### config.mk
export PLATFORM = sky130hd
export DESIGN_NAME = fetch_stage
export DESIGN_NICKNAME = d
export VERILOG_FILES = /design/src/rtl/pipe_pkg.sv /design/src/rtl/pc_reg.sv /design/src/rtl/fetch_stage.sv
export SDC_FILE = /design/constraint.sdc
export NUM_CORES = 1
export LEC_CHECK = 0
export BUFFER_PORTS_ARGS = -buffer_cell sky130_fd_sc_hd__buf_2
export CAP_MARGIN = 20
export CORE_MARGIN = 3
export CORE_UTILIZATION = 35
export DETAILED_ROUTE_END_ITERATION = 7
export SETUP_SLACK_MARGIN = 0.1
export SLEW_MARGIN = 40
export SYNTH_ARGS = -nofsm -noshare
export SYNTH_HDL_FRONTEND = slang
export SYNTH_HIERARCHICAL = 1
export SYNTH_SLANG_ARGS = --single-unit
### constraint.sdc
create_clock -name clk -period 2.9 [get_ports clk]
set_input_delay 0.29 -clock clk [delete_from_list [all_inputs] [get_ports clk]]
set_output_delay 0.29 -clock clk [all_outputs]
set_load 0.05 [all_outputs]
### src/rtl/pipe_pkg.sv
// Shared pipeline types and constants.
// Imported by fetch_stage and pc_reg.
package pipe_pkg;

    typedef logic [31:0] word_t;
    typedef logic [31:0] addr_t;

    localparam addr_t RESET_PC_DEF = 32'h0000_0000;
    localparam word_t NOP_WORD_DEF = 32'h0000_0000;

    typedef enum logic [1:0] {
        FS_BOOT,
        FS_RUN,
        FS_HALT
    } fetch_state_e;

endpackage

### src/rtl/pc_reg.sv
// Program counter register.
// Contains the next-PC mux and the +4 incrementer.
module pc_reg
    import pipe_pkg::*;
#(
    parameter addr_t RESET_PC = RESET_PC_DEF
) (
    input  logic        clk,
    input  logic        rst_n,
    input  logic        hold_i,
    input  logic        load_i,
    input  logic [31:0] load_pc_i,
    output logic [31:0] pc_o,
    output logic [31:0] pc4_o
);

    addr_t pc_q;
    addr_t pc_d;

    assign pc4_o = pc_q + 32'd4;
    assign pc_o  = pc_q;

    always_comb begin
        pc_d = pc4_o;
        if (load_i) begin
            pc_d = load_pc_i;
        end else if (hold_i) begin
            pc_d = pc_q;
        end
    end

    always_ff @(posedge clk or negedge rst_n) begin
        if (!rst_n) begin
            pc_q <= RESET_PC;
        end else begin
            pc_q <= pc_d;
        end
    end

endmodule

### src/rtl/fetch_stage.sv
// Instruction fetch stage.
// Holds the BOOT/RUN/HALT FSM and the IF/ID register.
module fetch_stage
    import pipe_pkg::*;
#(
    parameter addr_t RESET_PC = RESET_PC_DEF,
    parameter word_t NOP_WORD = NOP_WORD_DEF
) (
    input  logic        clk,
    input  logic        rst_n,
    input  logic        stall_i,
    input  logic        flush_i,
    input  logic        redirect_i,
    input  logic [31:0] redirect_pc_i,
    output logic [31:0] imem_addr_o,
    input  logic [31:0] imem_data_i,
    output logic [31:0] if_id_instr_o,
    output logic [31:0] if_id_pc4_o,
    output logic        if_id_valid_o,
    output logic        halted_o
);

    fetch_state_e state_q, state_d;
    word_t        instr_q, instr_d;
    addr_t        pc4_q, pc4_d;
    logic         valid_q, valid_d;
    logic         pc_hold, pc_load;
    addr_t        pc, pc4;
    logic         misaligned;

    assign misaligned = (redirect_pc_i[1:0] != 2'b00);

    pc_reg #(
        .RESET_PC (RESET_PC)
    ) u_pc_reg (
        .clk       (clk),
        .rst_n     (rst_n),
        .hold_i    (pc_hold),
        .load_i    (pc_load),
        .load_pc_i (redirect_pc_i),
        .pc_o      (pc),
        .pc4_o     (pc4)
    );

    always_comb begin
        state_d = state_q;
        pc_hold = 1'b1;
        pc_load = 1'b0;
        instr_d = instr_q;
        pc4_d   = pc4_q;
        valid_d = valid_q;
        unique case (state_q)
            FS_BOOT: state_d = FS_RUN;
            FS_RUN: begin
                // redirect > flush > stall > sequential
                if (redirect_i) begin
                    instr_d = NOP_WORD;
                    valid_d = 1'b0;
                    if (misaligned) begin
                        state_d = FS_HALT;
                    end else begin
                        pc_load = 1'b1;
                    end
                end else if (flush_i) begin
                    instr_d = NOP_WORD;
                    valid_d = 1'b0;
                    pc_hold = stall_i;
                end else if (!stall_i) begin
                    pc_hold = 1'b0;
                    instr_d = imem_data_i;
                    pc4_d   = pc4;
                    valid_d = 1'b1;
                end
            end
            FS_HALT: valid_d = 1'b0;
            default: state_d = FS_BOOT;
        endcase
    end

    always_ff @(posedge clk or negedge rst_n) begin
        if (!rst_n) begin
            state_q <= FS_BOOT;
            instr_q <= NOP_WORD;
            pc4_q   <= 32'd0;
            valid_q <= 1'b0;
        end else begin
            state_q <= state_d;
            instr_q <= instr_d;
            pc4_q   <= pc4_d;
            valid_q <= valid_d;
        end
    end

    assign imem_addr_o   = pc;
    assign if_id_instr_o = instr_q;
    assign if_id_pc4_o   = pc4_q;
    assign if_id_valid_o = valid_q;
    assign halted_o      = (state_q == FS_HALT);

endmodule

# Word-level counts from Yosys, hierarchy flattened
# Cells that the tools add are included.
dict set report word_totals {
  reg_bits 99
  elab_cells 43
  inputBits 69
}
dict set report op_classes {
  reduce_logical 7
  eq_ne 7
  addsub 1
  n_mux 19
  bitwise 4
}
# operator n
set op_table {}
lappend op_table {{$mux W32} 5}
lappend op_table {{$add A32 B3 Y32 const B} 1}
lappend op_table {{$mux W1} 10}
lappend op_table {{$pmux W2 S3} 1}
lappend op_table {{$mux W2} 2}
lappend op_table {{$ne A2 B2 Y1 const B} 2}
lappend op_table {{$ne A4 B4 Y1 const B} 1}
lappend op_table {{$not A1 Y1} 4}
lappend op_table {{$reduce_and A2 Y1} 2}
lappend op_table {{$reduce_and A4 Y1} 1}
lappend op_table {{$reduce_bool A2 Y1} 2}
lappend op_table {{$ne A3 B1 Y1 const B} 1}
lappend op_table {{$reduce_and A3 Y1} 1}
lappend op_table {{$eq A2 B1 Y1 const B} 1}
lappend op_table {{$eq A2 B2 Y1 const B} 1}
lappend op_table {{$logic_not A2 Y1} 1}
lappend op_table {{$ne A2 B1 Y1 const B} 1}
lappend op_table {{$pmux W1 S2} 1}

# Depth between registers and ports, before layout
dict set report depth {
  depth_word 6
  ltp_mapped 10
  depth_no_buf 8
}

# By module
# Netlist, hierarchy kept.
# mod cells_each n_inst seq_area_each_um2 area_each_um2
set modules_own_cells {}
lappend modules_own_cells {fetch_stage 163 1 1676.6 2675.1}
lappend modules_own_cells {pc_reg 280 1 800.8 2367.3}

# Least setup slack after synthesis
# OpenSTA, ideal clock, no wires.
dict set report synth_timing {
  path_kind {reg-to-reg}
  start {register u_pc_reg.pc_q[2] (netlist: u_pc_reg/pc_o[2])}
  end {register pc4_q[24] (netlist: if_id_pc4_o[24])}
  setup_slack_ps 580
  stages_incl_launch_ff 8
  arrival_ps 2192
  setup_time_ps 128
  period_less_slack_ps 2320
  path_cell_list {dfrtp_1 -> ha_1 -> nand3_2 -> or2_2 -> clkbuf_1 -> nor3_1 -> xor2_1 -> mux2_1}
}
dict set report synth_via {
  elab_chain_cells 1
}
# element line
set synth_rtl {}
lappend synth_rtl {{from (decl)} pc_reg.sv:17} ;# addr_t pc_q;
lappend synth_rtl {{from (signal assigned)} pc_reg.sv:36} ;# pc_q <= pc_d;
lappend synth_rtl {{$add A32 B3 Y32} pc_reg.sv:20} ;# assign pc4_o = pc_q + 32'd4;
lappend synth_rtl {{net pc4[24]} fetch_stage.sv:28} ;# addr_t pc, pc4;
lappend synth_rtl {{to (signal assigned)} fetch_stage.sv:89} ;# pc4_q <= pc4_d;
lappend synth_rtl {{to (decl)} fetch_stage.sv:25} ;# addr_t pc4_q, pc4_d;
# The timed path passes the listed nets, and every way through them passes these cells.
# A chain may end at the register's enable or synchronous reset.

# Worst setup path after layout
dict set report layout_timing {
  start {register state_q[1]}
  end {register u_pc_reg.pc_q[27] (netlist: u_pc_reg/pc_o[27])}
}
dict set report layout_via {
  elab_chain_cells 3
  word_cells_on_any_way 5
}
# element line
set layout_rtl {}
lappend layout_rtl {{from (decl)} fetch_stage.sv:23} ;# fetch_state_e state_q, state_d;
lappend layout_rtl {{from (signal assigned)} fetch_stage.sv:87} ;# state_q <= state_d;
lappend layout_rtl {{$eq A2 B1 Y1} fetch_stage.sv:52} ;# unique case (state_q)
lappend layout_rtl {{$mux W1} fetch_stage.sv:52}
lappend layout_rtl {{net pc_hold} fetch_stage.sv:27} ;# logic pc_hold, pc_load;
lappend layout_rtl {{$ne A2 B1 Y1 (no source line)} n/a}
# The timed path passes the listed nets, and every way through them passes these cells.

==> flow_summary.ini <==
[status]
status = finished clean

[power_and_ir_drop]
pwr-share-comb = 0.507
p_sw_frac = 0.515
irDropWorstVdd_v = 0.000584
p_int_mw = 3.90
clkPwrFrac = 0.163
pwr-share-seq = 0.330
power_mw = 8.04
p_leak_nw = 3.02
switchingPower_mw = 4.14
pwr_density_cell_mw_per_mm2 = 1280

[sta]
max-slew-margin-rel = 0.609
setup_tns_ns = 0
fmax_mhz = 389
hold_violations = 0
final.period_utilization = 0.886
tightest_slew_ns = 0.581
rsz0062_at_grt = false
setup_viol = 0
slew_viol_final = 0
fin_worst_skew_ns = 0.0103
min_period_ns = 2.57

[synthesis]
synth_area_mm2 = 0.00504
yosysUniqueCellTypes = 49
synth.avg_cell_area_um2 = 11.4
synthArstFlopShare = 1.00
synth_edf_count = 0
synth_cells = 443
synth_ff_type = dfrtp_1
synth.top_cell.area_share = 0.491
ys_seq_elements = 99
ys_top_cells_by_area = dfrtp_1 (49%), mux2_4 (6.0%), a22o_1 (5.6%)
ys_seq_area_frac = 0.491
syn_nets = 518
yosysTopAreaCell = dfrtp_1
ys_warn_count = 6

[global_routing]
grt_pass1_wl_um = 22500
antenna_found_initial = 0
overflow = 0
grt_max_degree = 40
grt_pass1_vias = 4219
grt_usage = 0.175

[clocking]
numCtsBuffers = 9
cts.sinks = 99
cts_resized = 0
cts_tree = yes
h-tree-depth = 3
path_clk_slew_ns = 0.07
clk_latency_ns = 0.35
clockBufferDepth = 2
cts-root-buf = clkbuf_16

[detailed_routing]
first_pass_iters = 5
avgRoutedWirePerCell_um = 17.7
postRouteAntennaNets = 0
drt_iter0_drc = 299
via_count = 4145
routed_wl_um = 13900
drc_errors = 0
via_per_inst = 5.30

[floorplanning]
dieHeight_um = 126
dieArea_mm2 = 0.0159
coreArea_mm2 = 0.0140
io_pins = 167
die_w_um = 126
num_rows = 43
start_util = 0.360

[final_layout]
diodes = 0
layout_common_cells = buf_2 (165), dfrtp_1 (99), a22o_1 (32)
drive_gt1_frac = 0.375
fill_cells = 1342
syn_to_final_growth_pct = 24.7
stdcell_count = 782
final_common_cell = buf_2
num-nets-final = 672

[place]
post-place-cells = 764
io_buffers = 166
dp.final_hpwl_um = 9930
gp_congestion = 0.868

[setup_path]
crit_type = reg2reg
worst_ep_arrival_time_ns = 2.80
start_kind = flop
r2r_cells = 9
worstSetupStartpoint = state_q[1]$_DFFE_PN0P_
critical_path_peak_fanout = 13
required_ns = 3.13
endpoint_kind = flop
r2r_start = state_q[1]$_DFFE_PN0P_

[min_path]
hold_depth = 3
hold_class = in2reg
holdCritStartpoint = redirect_pc_i[6]

[job]
drv_cap = 0
==> synth_stat cells (all sizes together), types with 7 or more instances <==
library cell	n
or4	13
a22o	32
nor2	31
o21ai	15
xnor2	14
nand4	14
o31ai	14
buf	28
nor3	15
a31oi	16
dfrtp	99
nand2	26
xor2	25
mux2	35
nand3	7
==> final cells by class <==
cell class	count	area, um^2	area share
clock buffer	12	246	0.0392
sequential	99	2480	0.394
tap	180	225	0.0358
inverter	6	22.5	0.00358
clock inverter	4	73.8	0.0117
multi-input combinational	303	2300	0.366
timing repair buffer	178	938	0.149
==> path summary, 6_finish.rpt <==
path,to,slack (ns)
hold / removal,u_pc_reg/pc_o[6]$_DFFE_PN0N_,0.15
min in group asynchronous,if_id_instr_o[18]$_DFFE_PN0P_,0.45
setup reg to reg,u_pc_reg/pc_o[27]$_DFFE_PN0N_,0.33
hold reg to reg,if_id_pc4_o[25]$_DFFE_PN0P_,0.48
setup / recovery,u_pc_reg/pc_o[27]$_DFFE_PN0N_,0.33
max in group asynchronous,if_id_pc4_o[9]$_DFFE_PN0P_,1.62
==> registers in the layout, summed over array words and instances (netlist names) <==
signal,flops
if_id_instr_o,32
if_id_valid_o,1
u_pc_reg/pc_o,32
if_id_pc4_o,32
state_q,2
==> power by group through the flow <==
stage               registers, mW  clock network [mW]  logic [mW]
global placement             2.64                   0        4.06
global route                 2.77                1.39        4.31
CTS                          2.65                1.35        4.11
finish                       2.65                1.31        4.08
floorplan                    4.35                   0        1.39
detailed placement           2.66                   0        4.10
==> kinds of logic after synthesis <==
| kind of cell | synth area share |
|---|---|
| AND/OR/NAND/NOR | 0.150 |
| buffers and inverters | 0.0553 |
| multiplexers | 0.0970 |
| adder cells (fa/ha/maj) | 0.0149 |
| AO/OA/AOI/OAI | 0.123 |
| XOR/XNOR | 0.0677 |
| flip-flops | 0.491 |
==> critical path, cell delays in order (launching register included) <==
cell,delay [ns]
dfrtp_1,0.42
inv_1,0.12
ha_1,0.17
nor2b_1,0.21
nand2_1,0.21
buf_4,0.25
nand4b_1,0.20
nor4_1,0.47
a21oi_1,0.14
a221o_1,0.28
==> through the flow <==
stage | cell area [um^2] | util | setup slack, ns | hold slack (ns)
6_report | 6290 | 0.449 | 0.329 | 0.150
5_1_grt | 6290 | 0.449 | 0.134 | 0.160
4_1_cts | 6280 | 0.449 | 0.362 | 0.139
3_5_place_dp | 5950 | 0.425 | 0.367 | 0.284
3_3_place_gp | 5930 | 0.424 | 0.492 | 0.450
2_1_floorplan | 5040 | - | 0.580 | -0.00559
==> timing repair <==
action | in CTS | in global routing
hold buffers | 1 | 0
buffers inserted | 0 | 1
endpoints found under the setup margin | 0 | 1
hold endpoints to repair | 33 | 0
==> layer usage <==
| metal | part of all wire | routed length [um] | GRT usage | vias up |
|---|---|---|---|---|
| met5 | 0 | 0 | 0 | - |
| met4 | 0.022 | 299 | 0.0681 | 0 |
| met3 | 0.059 | 812 | 0.0382 | 19 |
| met2 | 0.47 | 6580 | 0.276 | 134 |
| met1 | 0.44 | 6170 | 0.237 | 2063 |
| li1 | - | - | - | 1929 |
Power figures use the tool's default switching activity.
